File: src/rtl/fabric_frac_slice_pkg.sv
// fabric_frac_slice_pkg: shared types and per-lane configuration field layout
// for the fracturable fabric slice.
package fabric_frac_slice_pkg;

   // Configuration load state machine
   typedef enum logic [1:0] {
      UNCFG = 2'd0,
      LOAD  = 2'd1,
      RUN   = 2'd2
   } state_e;

   // out1 source select encoding
   localparam logic [1:0] OUT1_LUT1 = 2'd0;
   localparam logic [1:0] OUT1_SUM  = 2'd1;
   localparam logic [1:0] OUT1_FF1  = 2'd2;
   localparam logic [1:0] OUT1_ZERO = 2'd3;

   // Field offsets relative to the lane base, LSB first
   localparam int TT_OFS = 0;

   function automatic int frac_ofs(input int k);
      return (1 << k);
   endfunction

   function automatic int out0_ofs(input int k);
      return (1 << k) + 1;
   endfunction

   function automatic int out1_ofs(input int k);
      return (1 << k) + 2;
   endfunction

   function automatic int ffd1_ofs(input int k);
      return (1 << k) + 4;
   endfunction

   // Truth table plus frac, out0_sel, out1_sel[1:0], ffd1_sel
   function automatic int lane_cfg_w(input int k);
      return (1 << k) + 5;
   endfunction

endpackage

File: src/rtl/fabric_frac_slice_lane.sv
// fabric_frac_slice_lane: one lane of the slice -- fracturable K-input LUT,
// one adder bit, two flip-flops and the output muxes.
module fabric_frac_slice_lane
   import fabric_frac_slice_pkg::*;
#(
   parameter int LUT_K      = 5,
   parameter int LANE_CFG_W = lane_cfg_w(LUT_K)
) (
   input  logic                  clk_i,
   input  logic                  rst_ni,
   input  logic                  run_i,
   input  logic                  ce_i,
   input  logic [LANE_CFG_W-1:0] cfg_i,
   input  logic [LUT_K-1:0]      in_i,
   input  logic                  cin_i,
   output logic                  cout_o,
   output logic                  out0_o,
   output logic                  out1_o
);

   localparam int TT_W = 1 << LUT_K;

   logic [TT_W-1:0] tt;
   logic            frac;
   logic            out0_sel;
   logic [1:0]      out1_sel;
   logic            ffd1_sel;
   logic            lut0;
   logic            lut1;
   logic            sum;
   logic            ff0_d;
   logic            ff1_d;
   logic            ff0_q;
   logic            ff1_q;

   assign tt       = cfg_i[TT_OFS +: TT_W];
   assign frac     = cfg_i[frac_ofs(LUT_K)];
   assign out0_sel = cfg_i[out0_ofs(LUT_K)];
   assign out1_sel = cfg_i[out1_ofs(LUT_K) +: 2];
   assign ffd1_sel = cfg_i[ffd1_ofs(LUT_K)];

   // LUT lookup: whole table, or two half tables sharing the low K-1 inputs
   always_comb begin
      lut0 = tt[in_i];
      lut1 = tt[in_i];
      if (frac) begin
         lut0 = tt[{1'b0, in_i[LUT_K-2:0]}];
         lut1 = tt[{1'b1, in_i[LUT_K-2:0]}];
      end
   end

   assign sum    = lut0 ^ lut1 ^ cin_i;
   assign cout_o = (lut0 & lut1) | (lut0 & cin_i) | (lut1 & cin_i);

   assign ff0_d = lut0;
   assign ff1_d = ffd1_sel ? sum : lut1;

   // Lane flip-flops: cleared outside RUN and on reload, load when enabled
   always_ff @(posedge clk_i) begin
      if (!rst_ni || !run_i) begin
         ff0_q <= 1'b0;
         ff1_q <= 1'b0;
      end else if (ce_i) begin
         ff0_q <= ff0_d;
         ff1_q <= ff1_d;
      end
   end

   // Output muxes
   always_comb begin
      out0_o = out0_sel ? ff0_q : lut0;
      unique case (out1_sel)
         OUT1_LUT1: out1_o = lut1;
         OUT1_SUM:  out1_o = sum;
         OUT1_FF1:  out1_o = ff1_q;
         OUT1_ZERO: out1_o = 1'b0;
         default:   out1_o = 1'b0;
      endcase
   end

endmodule

File: src/rtl/fabric_frac_slice.sv
// fabric_frac_slice: N fracturable logic lanes on a ripple carry chain, with a
// serially loaded configuration shift register and its load FSM.
// Optional macro FABRIC_FRAC_SLICE_CE_EN adds the fabric_ce clock-enable input.
module fabric_frac_slice
   import fabric_frac_slice_pkg::*;
#(
   parameter int LUT_K      = 5,
   parameter int NUM_LANES  = 2,
   parameter int LANE_CFG_W = lane_cfg_w(LUT_K),
   parameter int CFG_W      = NUM_LANES * LANE_CFG_W
) (
   input  logic                         fabric_clk,
   input  logic                         fabric_reset,
   input  logic [NUM_LANES*LUT_K-1:0]   fabric_in,
   input  logic                         fabric_cin,
`ifdef FABRIC_FRAC_SLICE_CE_EN
   input  logic                         fabric_ce,
`endif
   input  logic                         cfg_en,
   input  logic                         cfg_sin,
   output logic                         cfg_sout,
   output logic                         cfg_done,
   output logic                         fabric_cout,
   output logic [2*NUM_LANES-1:0]       fabric_out
);

   localparam int CNT_W = $clog2(CFG_W + 1);

   state_e                 state_q;
   state_e                 state_d;
   logic [CNT_W-1:0]       cnt_q;
   logic [CNT_W-1:0]       cnt_d;
   logic [CFG_W-1:0]       cfg_q;
   logic                   sout_q;
   logic                   run;
   logic                   lane_run;
   logic                   ce;
   logic [NUM_LANES:0]     carry;
   logic [2*NUM_LANES-1:0] lane_out;

`ifdef FABRIC_FRAC_SLICE_CE_EN
   assign ce = fabric_ce;
`else
   assign ce = 1'b1;
`endif

   // Load FSM next state: any cfg_en outside LOAD starts a fresh load
   always_comb begin
      state_d = state_q;
      cnt_d   = cnt_q;
      unique case (state_q)
         UNCFG, RUN: begin
            if (cfg_en) begin
               state_d = LOAD;
               cnt_d   = CNT_W'(1);
            end
         end
         LOAD: begin
            if (cfg_en) begin
               cnt_d = cnt_q + CNT_W'(1);
               if (cnt_d == CNT_W'(CFG_W)) begin
                  state_d = RUN;
               end
            end
         end
         default: begin
            state_d = UNCFG;
            cnt_d   = '0;
         end
      endcase
   end

   // Load FSM state and bit counter
   always_ff @(posedge fabric_clk) begin
      if (!fabric_reset) begin
         state_q <= UNCFG;
         cnt_q   <= '0;
      end else begin
         state_q <= state_d;
         cnt_q   <= cnt_d;
      end
   end

   // Configuration shift register; the bit shifted out feeds the next slice
   always_ff @(posedge fabric_clk) begin
      if (!fabric_reset) begin
         cfg_q  <= '0;
         sout_q <= 1'b0;
      end else if (cfg_en) begin
         cfg_q  <= {cfg_sin, cfg_q[CFG_W-1:1]};
         sout_q <= cfg_q[0];
      end
   end

   assign run = (state_q == RUN);
   // Lane flops also clear on the edge that starts a reload from RUN
   assign lane_run = run & ~cfg_en;

   assign carry[0] = fabric_cin;

   for (genvar i = 0; i < NUM_LANES; i++) begin : g_lane
      fabric_frac_slice_lane #(
         .LUT_K      (LUT_K),
         .LANE_CFG_W (LANE_CFG_W)
      ) u_lane (
         .clk_i  (fabric_clk),
         .rst_ni (fabric_reset),
         .run_i  (lane_run),
         .ce_i   (ce),
         .cfg_i  (cfg_q[i*LANE_CFG_W +: LANE_CFG_W]),
         .in_i   (fabric_in[i*LUT_K +: LUT_K]),
         .cin_i  (carry[i]),
         .cout_o (carry[i+1]),
         .out0_o (lane_out[2*i]),
         .out1_o (lane_out[2*i+1])
      );
   end

   assign fabric_out  = run ? lane_out : '0;
   assign fabric_cout = run & carry[NUM_LANES];
   assign cfg_done    = run;
   assign cfg_sout    = sout_q;

endmodule

File: config.mk
export PLATFORM = sky130hd
export DESIGN_NAME = fabric_frac_slice
export DESIGN_NICKNAME = d
export VERILOG_FILES = /design/src/rtl/fabric_frac_slice_pkg.sv /design/src/rtl/fabric_frac_slice_lane.sv /design/src/rtl/fabric_frac_slice.sv
export SDC_FILE = /design/constraint.sdc
export NUM_CORES = 1
export LEC_CHECK = 0
export CORE_MARGIN = 10
export CORE_UTILIZATION = 35
export DETAILED_ROUTE_END_ITERATION = 10
export PLACE_DENSITY_LB_ADDON = 0.15
export SLEW_MARGIN = 20
export SYNTH_ARGS = -nofsm -noshare
export SYNTH_HDL_FRONTEND = slang
export SYNTH_HIERARCHICAL = 1
export SYNTH_SLANG_ARGS = --single-unit
File: constraint.sdc
create_clock -name fabric_clk -period 11.5 [get_ports fabric_clk]
set_clock_uncertainty 0.1 [all_clocks]
set_input_delay 2.3 -clock fabric_clk [delete_from_list [all_inputs] [get_ports fabric_clk]]
set_output_delay 2.3 -clock fabric_clk [all_outputs]
set_load 0.05 [all_outputs]
==> results of run 1 <==
sequential cells by signal, indices dropped and copies added, names as in the netlist:
name,count
cfg_q,74
cnt_q,7
g_lane.u_lane/ff0_q,2
g_lane.u_lane/ff1_q,2
state_q,2
cfg_sout,1
layout by cell type, fill, tap and decap left out, types with 7 or more instances in the layout:
cell             instances
o21ai_0                 10
clkdlybuf4s50_1         19
nor2_1                   7
and2_1                   7
mux2_2                   8
dfxtp_1                 88
nor2b_1                 82
clkbuf_16                9
nand2_1                 11
mux2i_1                 79
conb_1                   8
inv_1                    9
a21oi_1                  7
cell families after synthesis:
kind of cell    synth area share [%]
compound gates                  9.44
xor+xnor                       0.197
fa+ha+maj                       1.47
buf+inv                         4.14
flops                           39.7
mux                             26.4
other cells                   0.0845
simple gates                    18.5
per-layer routing:
metal	routed length (um)	track usage, %	vias to the layer above
li1	-	-	1502
met1	4860	14.4	1334
met2	3430	13.7	30
met3	233	2.38	15
met4	180	5.50	0
met5	0	0	-
power groups by stage:
| stage | registers [mW] | logic (mW) | clock network, mW |
|---|---|---|---|
| final | 0.308 | 0.0485 | 0.266 |
| after CTS | 0.308 | 0.0490 | 0.277 |
| after global routing | 0.308 | 0.0533 | 0.287 |
| after detailed placement | 0.315 | 0.0488 | 0 |
| after global placement | 0.314 | 0.0489 | 0 |
| after floorplan | 0.314 | 0.0401 | 0 |
synth_stat cells (5+ instances only):
cell | number | area (um^2)
a21oi_1 | 7 | 35.0
and2_1 | 7 | 43.8
buf_4 | 9 | 67.6
clkbuf_1 | 8 | 30.0
dfxtp_1 | 88 | 1760
inv_1 | 9 | 33.8
mux2_2 | 8 | 90.1
mux2i_1 | 79 | 791
mux4_1 | 6 | 158
mux4_2 | 6 | 135
nand2_1 | 11 | 41.3
nand2b_1 | 5 | 31.3
nand3_1 | 6 | 30.0
nor2_1 | 7 | 26.3
nor2b_1 | 82 | 513
o21ai_0 | 10 | 50.1
o22ai_2 | 6 | 75.1
worst paths after layout:
path                                  to  slack, ps  cells past startpoint
setup / recovery           fabric_out[3]       2890                     14
hold / removal                  cnt_q[6]        380                      2
setup reg to reg  g_lane[1].u_lane/ff1_q       8890                     10
hold reg to reg                 cnt_q[6]        380                      2
worst max-delay path: cells and delay by family:
| kind | cells | cell delay (ps) |
|---|---|---|
| AOI/OAI and AO/OA | 4 | 530 |
| adders and majority gates | 2 | 630 |
| and+or+nand+nor | 2 | 270 |
| muxes | 2 | 800 |
| buffers and inverters | 4 | 1680 |
stage by stage:
stage / power [mW] / std cells
4_1_cts: 0.634 / 609
3_5_place_dp: 0.363 / 596
3_3_place_gp: 0.363 / 596
6_report: 0.622 / 609
5_1_grt: 0.648 / 609
2_1_floorplan: 0.354 / 424
final cells by class:
| class | count | area [um^2] | share of cell area (%) |
|---|---|---|---|
| Inverter | 9 | 33.8 | 0.674 |
| Clock inverter | 1 | 5.00 | 0.0999 |
| Tap cell | 172 | 215 | 4.30 |
| Timing Repair Buffer | 23 | 218 | 4.35 |
| Sequential cell | 88 | 1760 | 35.2 |
| Clock buffer | 12 | 256 | 5.12 |
| Multi-Input combinational cell | 304 | 2520 | 50.3 |
==> impl_metrics.py, run 1 <==
metrics = {
    "die": {
        "num_rows": 41,
        "fp.dieArea_um2": 17600,
        "fp.dieW_um": 133,
        "coreArea_um2": 12500,
        "start_util_pct": 35.5,
        "die_y_um": 133,
        "io_pins": 22,
    },
    "final_layout": {
        "synthToLayoutAreaGrowth_pct": 12.9,
        "drive_gt1_share_pct": 10.8,
        "fill_cells": 1239,
        "fin_area_um2": 5010,
        "fin_util_pct": 40.0,
        "diodes": 0,
        "nets": 454,
    },
    "route": {
        "vias_per_cell": 4.73,
        "totalWireLength_um": 8700,
        "firstDrtPassIters": 4,
        "wl_per_cell_um": 14.3,
        "drc_errors": 0,
        "ant_nets": 0,
        "first_iter_violations": 178,
        "num_vias": 2881,
    },
    "setup_path": {
        "r2r_start": "cfg_q[5]",
        "end_kind": "primary output",
        "critPathSlowestCell": "clkdlybuf4s50_1",
        "arrival_ps": 6210,
        "crit_path_start": "fabric_in[2]",
        "cp-start-kind": "input port",
        "crit_type": "in2out",
        "critPathRequiredTime_ps": 9100,
        "crit_chain": "clkdlybuf4s50_1, mux4_1, mux2i_1, o22ai_2, o22ai_4, fa_1, inv_1, inv_1, fa_1, nor2_1, a21oi_1, o31ai_1, and2_1, clkdlybuf4s50_1",
        "crit_fanout": 10,
        "slowest_delay_ps": 810,
    },
    "sta": {
        "setup_tns_ps": 0,
        "hold_violations": 0,
        "slew_viol_final": 0,
        "slew_headroom_pct": 48.2,
        "fin_crit_sh_pct": 74.9,
        "fin_crit_ps": 8610,
        "max_clock_freq_ghz": 0.116,
        "max_slew.worst_pin.slew_ps": 777,
        "finalSetupViolations": 0,
        "finalWorstSetupSlack_ps": 2890,
        "rsz0062_at_grt": "no",
        "hold_slack_ps": 383,
    },
    "clock_network": {
        "cts_buffers": 9,
        "cts_tree": "done",
        "clockBufferDepth": 2,
        "postCtsResizedCells": 0,
        "clock-sinks": 88,
        "cts_hold_buf": 0,
        "h-tree-depth": 3,
        "worstSkewPairLatency_ps": 340,
        "post-cts-setup-buffers": 0,
        "clock-root-buffer": "clkbuf_16",
        "clk_pin_slew_ps": 60,
    },
    "hold_path": {
        "min-delay-start": "cnt_q[6]",
        "min_path_type": "reg2reg",
    },
    "power": {
        "power_density_nw_per_um2": 124,
        "p_int_mw": 0.484,
        "ir_drop_uv": 58.8,
        "p_leak_nw": 1.94,
        "p_seq_share_pct": 49.5,
        "netSwitchingPower_mw": 0.138,
        "clkPwrFrac_pct": 42.7,
        "power.share.combinational_pct": 7.8,
        "sw_frac_of_total_pct": 22.2,
    },
    "yosys": {
        "syn_area_um2": 4440,
        "avgSynthCellArea_um2": 10.6,
        "synth_edf_count": 0,
        "ys_ff_latch": 88,
        "yosysUniqueCellTypes": 47,
        "yosys_warnings": 6,
        "synthFlopType": "dfxtp_1",
        "synthArstFlopShare_pct": 0,
        "synth_seq_area_share_pct": 39.7,
        "synth_cells": 417,
    },
    "place": {
        "gp_congestion": 0.764,
        "placed_cell_area_um2": 4750,
        "io_buffers": 21,
        "dp_slack_ps": 2860,
        "hpwl_um": 5910,
    },
    "global_route": {
        "antenna_found_initial": 0,
        "grt-ovfl-total": 0,
        "grt_max_degree": 92,
        "grt_pass1_wl_um": 14700,
        "grt_pass1_vias": 2786,
        "grt_use_total_pct": 10.1,
    },
    "flow_run": {
        "max_cap_viol_count": 0,
    },
    "run_status": {
        "outcome": "finished clean",
    },
}
(Power assumes the default switching activity.)
==> run 2: changes to the inputs <==
clock period = 7.7 ns   (was 11.5 ns; I/O delays follow)
==> impl_metrics.py, run 2 (synthesized netlist as in run 1, its figures left out) <==
metrics = {
    "setup_path": {
        "critPathRequiredTime_ps": 6060,
        "r2r_start": "cfg_q[5]",
        "r2r_slack_ps": 5090,
        "end_kind": "primary output",
        "critPathSlowestCell": "clkdlybuf4s50_1",
        "arrival_ps": 5440,
        "cp-start-kind": "input port",
        "crit_chain": "clkdlybuf4s50_1, mux4_1, mux2i_1, o22ai_2, o22ai_4, fa_1, inv_1, inv_1, fa_1, nor2_1, a21oi_1, o31ai_1, and2_1, clkdlybuf4s50_1",
        "reg2reg_to": "g_lane[1].u_lane/ff1_q",
        "worstRegToRegCells": 10,
        "crit_type": "in2out",
        "crit_fanout": 10,
        "slowest_delay_ps": 810,
    },
    "sta": {
        "rsz0062_at_grt": "no",
        "finalSetupViolations": 0,
        "finalWorstSetupSlack_ps": 617,
        "max_clock_freq_ghz": 0.141,
        "fin_crit_ps": 7080,
        "slew_headroom_pct": 47.8,
        "max_slew.worst_pin.slew_ps": 783,
        "slew_viol_final": 0,
        "hold_violations": 0,
        "setup_tns_ps": 0,
        "fin_crit_sh_pct": 92.0,
    },
    "hold_path": {
        "holdPathStages": 2,
        "whs_endpoint": "cnt_q[6]",
        "min_path_type": "reg2reg",
        "min-delay-start": "cnt_q[6]",
    },
    "clock_network": {
        "post-cts-setup-buffers": 0,
        "cts_tree": "done",
        "clock-root-buffer": "clkbuf_16",
        "worstSkewPairLatency_ps": 340,
        "cts_buffers": 9,
        "clockBufferDepth": 2,
        "clk_pin_slew_ps": 60,
        "cts_hold_buf": 0,
        "clock-sinks": 88,
        "h-tree-depth": 3,
        "postCtsResizedCells": 0,
    },
    "route": {
        "totalWireLength_um": 8690,
        "firstDrtPassIters": 4,
        "wl_per_cell_um": 14.2,
        "ant_nets": 0,
        "vias_per_cell": 4.73,
        "num_vias": 2884,
        "drc_errors": 0,
        "first_iter_violations": 159,
    },
    "final_layout": {
        "largest_reg_flops": 74,
        "synthToLayoutAreaGrowth_pct": 13.1,
        "final_common_cell": "dfxtp_1",
        "drive_gt1_share_pct": 10.7,
        "reg_top3": "cfg_q x74, cnt_q x7",
        "final_cell_mix": "dfxtp_1 (88), nor2b_1 (82), mux2i_1 (79)",
        "stdcell_count": 610,
        "fin_util_pct": 40.1,
        "nets": 454,
        "diodes": 0,
        "largest-register": "cfg_q",
    },
    "global_route": {
        "grt_max_degree": 92,
        "grt_use_total_pct": 10.2,
        "grt-ovfl-total": 0,
        "antenna_found_initial": 0,
        "grt_pass1_vias": 2798,
        "grt_pass1_wl_um": 14600,
    },
    "place": {
        "dp_slack_ps": 587,
        "gp_congestion": 0.764,
        "hpwl_um": 5870,
        "dp_cells": 596,
        "io_buffers": 21,
    },
    "die": {
        "fp.dieW_um": 133,
        "die_y_um": 133,
        "num_rows": 41,
        "coreArea_um2": 12500,
        "fp.dieArea_um2": 17600,
        "start_util_pct": 35.5,
        "io_pins": 22,
    },
    "power": {
        "power_density_nw_per_um2": 187,
        "p_leak_nw": 1.95,
        "ir_drop_uv": 75.6,
        "power_mw": 0.940,
    },
    "flow_run": {
        "max_cap_viol_count": 0,
    },
    "run_status": {
        "outcome": "finished clean",
    },
}
## run 2: changes by cell type in the layout (fill, tap and decap cells not counted), sizes merged
cell / before / now
clkinv: 1 / 0
clkbuf: 12 / 14
## run 2: worst max path at each step
stage                             from       endpoint  slack, ps  cells after the start
after floorplan           fabric_in[2]  fabric_out[3]       1990                     13
after global placement    fabric_in[2]  fabric_out[3]        640                     14
after detailed placement  fabric_in[2]  fabric_out[3]        590                     14
after CTS                 fabric_in[2]  fabric_out[3]        580                     14
after global routing      fabric_in[2]  fabric_out[3]        310                     14
final                     fabric_in[2]  fabric_out[3]        620                     14
## run 2: layout make-up
class / count / area, um^2
clock buffers: 14 / 274
flip-flops and latches: 88 / 1760
well taps: 172 / 215
inverters: 9 / 33.8
repair buffers: 23 / 218
multi-input cells: 304 / 2520
fillers: 1247 / 7490
## run 2: critical path: cells and delay by family
family	cells	cell delay (ps)
adders and majority gates	2	630
buffers and inverters	4	1670
and+or+nand+nor	2	260
muxes	2	800
AOI/OAI and AO/OA	4	540
## run 2: through the flow
stage | hold WS [ps] | area [um^2]
floorplan | 355 | 4470
global placement | 376 | 4750
detailed placement | 377 | 4750
CTS | 386 | 5020
global route | 414 | 5020
finish | 386 | 5020
## run 2: layer usage
layer / track usage [%] / part of all wire [%] / vias up / routed length, um
met4: 4.95 / 1.8 / 0 / 159
met2: 13.9 / 40 / 25 / 3450
met1: 14.2 / 56 / 1353 / 4830
met3: 3.14 / 2.9 / 11 / 254
met5: 0 / 0 / - / 0
li1: - / - / 1495 / -
## run 2: where the power goes
group	internal, mW	switching, mW	total [mW]
combinational	0.0357	0.0367	0.0724
sequential	0.457	0.00283	0.460
clock	0.242	0.167	0.408
total	0.734	0.206	0.940
==> run 3: changes to the inputs <==
ABC_CLOCK_PERIOD_IN_PS = 7700   (was default)
==> results of run 3 <==
Same layout as run 2: the final DEF is identical, and so are final timing and power.
==> RTL edit 1: new RTL, config.mk and constraints of run 3 <==
`LUT_K` is set to 5 in 2 places; all go to 4.
--- a/src/rtl/fabric_frac_slice_lane.sv
+++ b/src/rtl/fabric_frac_slice_lane.sv
@@ -4,5 +4,5 @@
    import fabric_frac_slice_pkg::*;
 #(
-   parameter int LUT_K      = 5,
+   parameter int LUT_K      = 4,
    parameter int LANE_CFG_W = lane_cfg_w(LUT_K)
 ) (
--- a/src/rtl/fabric_frac_slice.sv
+++ b/src/rtl/fabric_frac_slice.sv
@@ -5,5 +5,5 @@
    import fabric_frac_slice_pkg::*;
 #(
-   parameter int LUT_K      = 5,
+   parameter int LUT_K      = 4,
    parameter int NUM_LANES  = 2,
    parameter int LANE_CFG_W = lane_cfg_w(LUT_K),
Interface: changed (resized fabric_in); port bits go from 22 to 20. The function was not compared with the original's and may differ.
==> RTL edit 1 against run 3 <==
Power fell by 49%; cell area fell by 37%; count of clock-buffer cells in the layout fell by 7; first-iteration DRC count fell by 74%; critical path type unchanged; setup slack improved by 0.24 ns; sequential power fell by 37%; via count fell by 38%; sequential cell count fell by 33; routed wire length fell by 41%; synthesized area fell by 38%.
==> RTL edit 1: results (changes against run 3) <==
[sta]
slew_headroom=0.4523  ; -0.02543
worst_slack_ns=0.8618  ; +0.2450 ns
hold_slack_ns=0.3986  ; +0.01303 ns

[clock_network]
htree_num_levels=2  ; -1
numCtsBuffers=5  ; -4
insertion_delay_ns=0.31  ; -0.03 ns
clkTransAtPathRegs_ns=0.09  ; +0.03 ns
cts-root-buf=clkbuf_8

[routing]
via_count=1777  ; -38%
wl_met2_mm=2.381  ; -31%
viasPerCell=4.652  ; -1.6%
route.met3.wl_microns=140  ; -45%
routed_wirelength_mm=5.150  ; -41%
met1_length_mm=2.562  ; -47%
drt_iter0_markers=41  ; -74%

[yosys]
synth_compound_area_frac=0.06739  ; -0.02703
synthXorXnorAreaFrac=0.006332  ; +0.004359
synth_fa_ha_area_frac=0.02352  ; +0.008863
synth_commonest_cells=55 x dfxtp_1, 51 x nor2b_1, 45 x mux2i_1
ys_seq_area_frac=0.3980  ; +0.001167
synthTopCellsByArea=dfxtp_1 40%, mux2i_1 16%, nor2b_1 12%, mux4_1 5.7%, mux2i_4 3.3%
muxShareOfSynthArea=0.2849  ; +0.02056

[final_layout]
clk_share=0.02590  ; -0.02866
signal_buffer_area_fraction=0.06375  ; +0.02040
final_nets=296  ; -35%
nMultiInputCombCells=189  ; -38%
regArea_sq_um=1101  ; -37%
non_clock_inverter_count=7  ; -2
buffers=21  ; -8.7%
nClkBuffers=7  ; -7
fill_cells=749  ; -40%
sh_seq_area=0.3506  ; about the same
reg_top3=cfg_q x42, cnt_q x6

[outcome]
outcome=finished, final reports clean

[power]
internal_power_mw=0.3700  ; -50%
peakVddDrop_v=0.00007729  ; +2.3%
power.leakage_nw=1.197  ; -39%

[critical_path]
reg2reg_slack_ns=5.11  ; +0.02 ns
crit_start=fabric_in[0]
r2r-start=cfg_q[0]$_SDFFE_PN0P_
crit_path_max_fanout=4  ; -6

[place]
dpl.hpwl_mm=3.484  ; -41%
placed_cells=374  ; -37%
pre_cts_ws_ns=0.8187  ; +0.2313 ns
port_buffers=19  ; -9.5%
place_congestion=0.7539  ; -1.3%

[hold_path]
hold_end=cnt_q[5]$_SDFFE_PN0P_
min_from=cnt_q[5]$_SDFFE_PN0P_

[global_routing]
grt_use_met2=0.1465  ; +0.007486
grt_max_degree=56  ; -39%
grt_pass1_wl_mm=8.845  ; -40%
met1_usage=0.1187  ; -0.02302
grt_usage=0.09202  ; -0.01010
use_met3=0.02124  ; -0.01018

[floorplan]
dieArea_sq_um=11860  ; -33%

## RTL edit 1: cell count changes in the layout (fill, tap and decap cells not counted), moves of 5 or more
cell	delta
o21ai_0	-5
nor2b_1	-31
dfxtp_1	-33
clkbuf_16	-9
o22ai_2	-6
mux2i_1	-34
## RTL edit 1: critical path, stage by stage
cell	delay, ns
clkdlybuf4s50_1	0.60
mux4_1	0.59
mux2_2	0.33
mux2i_4	0.20
fa_1	0.20
inv_1	0.04
inv_1	0.06
fa_1	0.42
nor3_1	0.15
a31oi_1	0.06
o31ai_1	0.06
and2_1	0.15
clkdlybuf4s50_1	0.80
## RTL edit 1: power groups by stage
stage / Sequential, mW / Combinational, mW / Clock [mW]
6_report: 0.288 / 0.0373 / 0.156
2_1_floorplan: 0.294 / 0.0272 / 0
3_5_place_dp: 0.295 / 0.0379 / 0
4_1_cts: 0.289 / 0.0380 / 0.164
3_3_place_gp: 0.295 / 0.0379 / 0
5_1_grt: 0.289 / 0.0407 / 0.175
==> RTL edit 2: new RTL, config.mk and constraints of run 3 <==
Without the edit above. Register the inputs `fabric_in`, `fabric_cin`, `cfg_en` and `cfg_sin` before use. The logic sees them one clock later.
--- a/src/rtl/fabric_frac_slice.sv
+++ b/src/rtl/fabric_frac_slice.sv
@@ -27,4 +27,16 @@
    localparam int CNT_W = $clog2(CFG_W + 1);
 
+   logic [NUM_LANES*LUT_K-1:0] fabric_q;
+   logic fabric_cin_q;
+   logic cfg_en_q;
+   logic cfg_sin_q;
+
+   always_ff @(posedge fabric_clk) begin
+      fabric_q     <= fabric_in;
+      fabric_cin_q <= fabric_cin;
+      cfg_en_q     <= cfg_en;
+      cfg_sin_q    <= cfg_sin;
+   end
+
    state_e                 state_q;
    state_e                 state_d;
@@ -51,5 +63,5 @@
       unique case (state_q)
          UNCFG, RUN: begin
-            if (cfg_en) begin
+            if (cfg_en_q) begin
                state_d = LOAD;
                cnt_d   = CNT_W'(1);
@@ -57,5 +69,5 @@
          end
          LOAD: begin
-            if (cfg_en) begin
+            if (cfg_en_q) begin
                cnt_d = cnt_q + CNT_W'(1);
                if (cnt_d == CNT_W'(CFG_W)) begin
@@ -87,6 +99,6 @@
          cfg_q  <= '0;
          sout_q <= 1'b0;
-      end else if (cfg_en) begin
-         cfg_q  <= {cfg_sin, cfg_q[CFG_W-1:1]};
+      end else if (cfg_en_q) begin
+         cfg_q  <= {cfg_sin_q, cfg_q[CFG_W-1:1]};
          sout_q <= cfg_q[0];
       end
@@ -95,7 +107,7 @@
    assign run = (state_q == RUN);
    // Lane flops also clear on the edge that starts a reload from RUN
-   assign lane_run = run & ~cfg_en;
+   assign lane_run = run & ~cfg_en_q;
 
-   assign carry[0] = fabric_cin;
+   assign carry[0] = fabric_cin_q;
 
    for (genvar i = 0; i < NUM_LANES; i++) begin : g_lane
@@ -109,5 +121,5 @@
          .ce_i   (ce),
          .cfg_i  (cfg_q[i*LANE_CFG_W +: LANE_CFG_W]),
-         .in_i   (fabric_in[i*LUT_K +: LUT_K]),
+         .in_i   (fabric_q[i*LUT_K +: LUT_K]),
          .cin_i  (carry[i]),
          .cout_o (carry[i+1]),
Formal check against the unedited RTL: same outputs for any inputs over 10 cycles, from zero or initial values and one cycle with fabric_reset low; that may be too few to reach the edited logic, so the function may still have changed.
==> RTL edit 2 against run 3 <==
Sequential cell count is 13 higher; non-clock buffer count stayed put; routed wire length is 0.90% higher; power is 16% higher; hold slack worse by 0.0082 ns; synthesized area is 0.51% higher; final cell count is 2.3% higher; sequential power is 17% higher; cell area is 2.3% higher; setup slack better by 1.4 ns; critical endpoint unchanged.
==> RTL edit 2: results (changes against run 3) <==
[place]
placed_area_sq_um=4801  ; +1.1%
place_congestion=0.7823  ; +2.4%
pre_cts_ws_ns=2.329  ; +1.742 ns
port_buffers=21  ; unchanged
dpl.hpwl_mm=5.965  ; +1.6%

[yosys]
synth_fa_ha_area_frac=0.01458  ; -0.00007398
synth_commonest_cells=101 x dfxtp_1, 90 x nor2_1, 79 x mux2i_1
ys_warn_count=6  ; unchanged
muxShareOfSynthArea=0.2630  ; -0.001334
synth_cell_types=48  ; +2.1%
synthTopCellsByArea=dfxtp_1 45%, mux2i_1 18%, nor2_1 7.6%, mux4_1 3.5%, mux4_2 3.0%
synth_compound_area_frac=0.09422  ; -0.0001962
ys_seq_area_frac=0.4532  ; +0.05633
synthXorXnorAreaFrac=0.001963  ; -0.000009959
synthArstFlopShare=0  ; unchanged

[clock_network]
cts_buffer_depth=2  ; unchanged
numCtsBuffers=9  ; unchanged
clkTransAtPathRegs_ns=0.07
cts-root-buf=clkbuf_16
post_cts_buffers=0  ; unchanged
insertion_delay_ns=0.35
ctsResizeCount=0  ; unchanged
htree_num_levels=3  ; unchanged

[global_routing]
antenna_found_initial=0  ; unchanged
grt_usage=0.1034  ; +0.001238
grt_pass1_vias=2909  ; +4.0%
grt_pass1_wl_mm=14.92  ; +2.0%
grt_max_degree=83  ; -9.8%

[routing]
drt_iter0_markers=185  ; +16%
top_layer=met4
via_count=2968  ; +2.9%
drt-pass1-iter-count=4  ; unchanged
met1_length_mm=4.479  ; -7.2%
wl_met2_mm=3.911  ; +13%
detail_route.wl_per_cell_microns=14.05  ; -1.4%
route.met3.wl_microns=267  ; +5.1%

[final_layout]
reg_top3=cfg_q x74, fabric_q x10, cnt_q x7
diodes=0  ; unchanged
fill_cells=1259  ; +0.96%
drive_above_1_share=0.1106  ; +0.003314
final_nets=466  ; +2.6%

[critical_path]
crit_slowest_cell=clkdlybuf4s50_1
crit_family=buffers and inverters
crit_path_max_fanout=10  ; unchanged
cp_slowest_stage_delay_ns=0.81  ; about the same
worstPathArrival_ns=4.06  ; -1.38 ns

[power]
power.leakage_nw=2.136  ; +9.7%
peakVddDrop_v=0.0001239  ; +64%
switchingPower_mw=0.2362  ; +15%

[outcome]
outcome=finished, final reports clean

[sta]
slew_headroom=0.4067  ; -0.07107

[hold_path]
hold_path_class=flop to flop

[RTL edit 2: cell count changes after synthesis, sizes merged, moves of 4 or more]
cell   delta
nor2     +83
nor3      -4
dfxtp    +13
nor2b    -77
[RTL edit 2: power groups by stage]
stage	sequential (mW)	combinational [mW]	clock, mW
floorplan	0.542	0.0542	0
global placement	0.551	0.0607	0
detailed placement	0.551	0.0611	0
CTS	0.539	0.0612	0.512
global route	0.540	0.0673	0.533
finish	0.539	0.0607	0.494
[RTL edit 2: cell families after synthesis]
group | count (synthesis)
xor+xnor | 1
compound gates | 56
other cells | 1
simple gates | 134
flops | 101
fa+ha+maj | 4
buf+inv | 34
mux | 99
[RTL edit 2: worst register-to-register path: stages (launching register included)]
cell	delay [ns]
dfxtp_1	0.60
mux4_1	0.63
mux2i_1	0.19
o22ai_2	0.15
o22ai_4	0.25
fa_1	0.21
inv_1	0.04
inv_1	0.05
fa_1	0.41
nand2b_1	0.15
a31oi_1	0.15
[RTL edit 2: stage by stage]
step	total power, mW	std cells	utilization
finish	1.093	624	0.4089
global route	1.140	624	0.4089
CTS	1.112	624	0.4089
detailed placement	0.6123	608	0.3820
global placement	0.6116	608	0.3820
floorplan	0.5962	437	-
[RTL edit 2: path summary, 6_finish.rpt]
check                           slack (ns)           startpoint  depth (start not counted)                                   to
worst max-delay path                  2.00  fabric_q[2]$_DFF_P_                         13                        fabric_out[3]
worst min-delay path                  0.38    cfg_sin_q$_DFF_P_                          2               cfg_q[73]$_SDFFE_PN0P_
worst max register to register        4.69  fabric_q[2]$_DFF_P_                         10  g_lane[1].u_lane/ff1_q$_SDFFE_PP0P_
worst min register to register        0.38    cfg_sin_q$_DFF_P_                          2               cfg_q[73]$_SDFFE_PN0P_
[RTL edit 2: final cells by class]
class                      instances  area [sq um]  share of cell area
clock inverter                     3         46.29            0.009009
timing repair buffer              23         225.2             0.04383
clock buffer                      13         291.5             0.05673
multi-input combinational        302          2297              0.4470
tap                              172         215.2             0.04188
inverter                          10         37.54            0.007305
sequential                       101          2026              0.3942
[RTL edit 2: routing by layer]
metal	track usage	up-vias
met2	0.1538	25
met3	0.03634	13
met4	0.03117	0
met1	0.1369	1392
met5	0	-
li1	-	1538
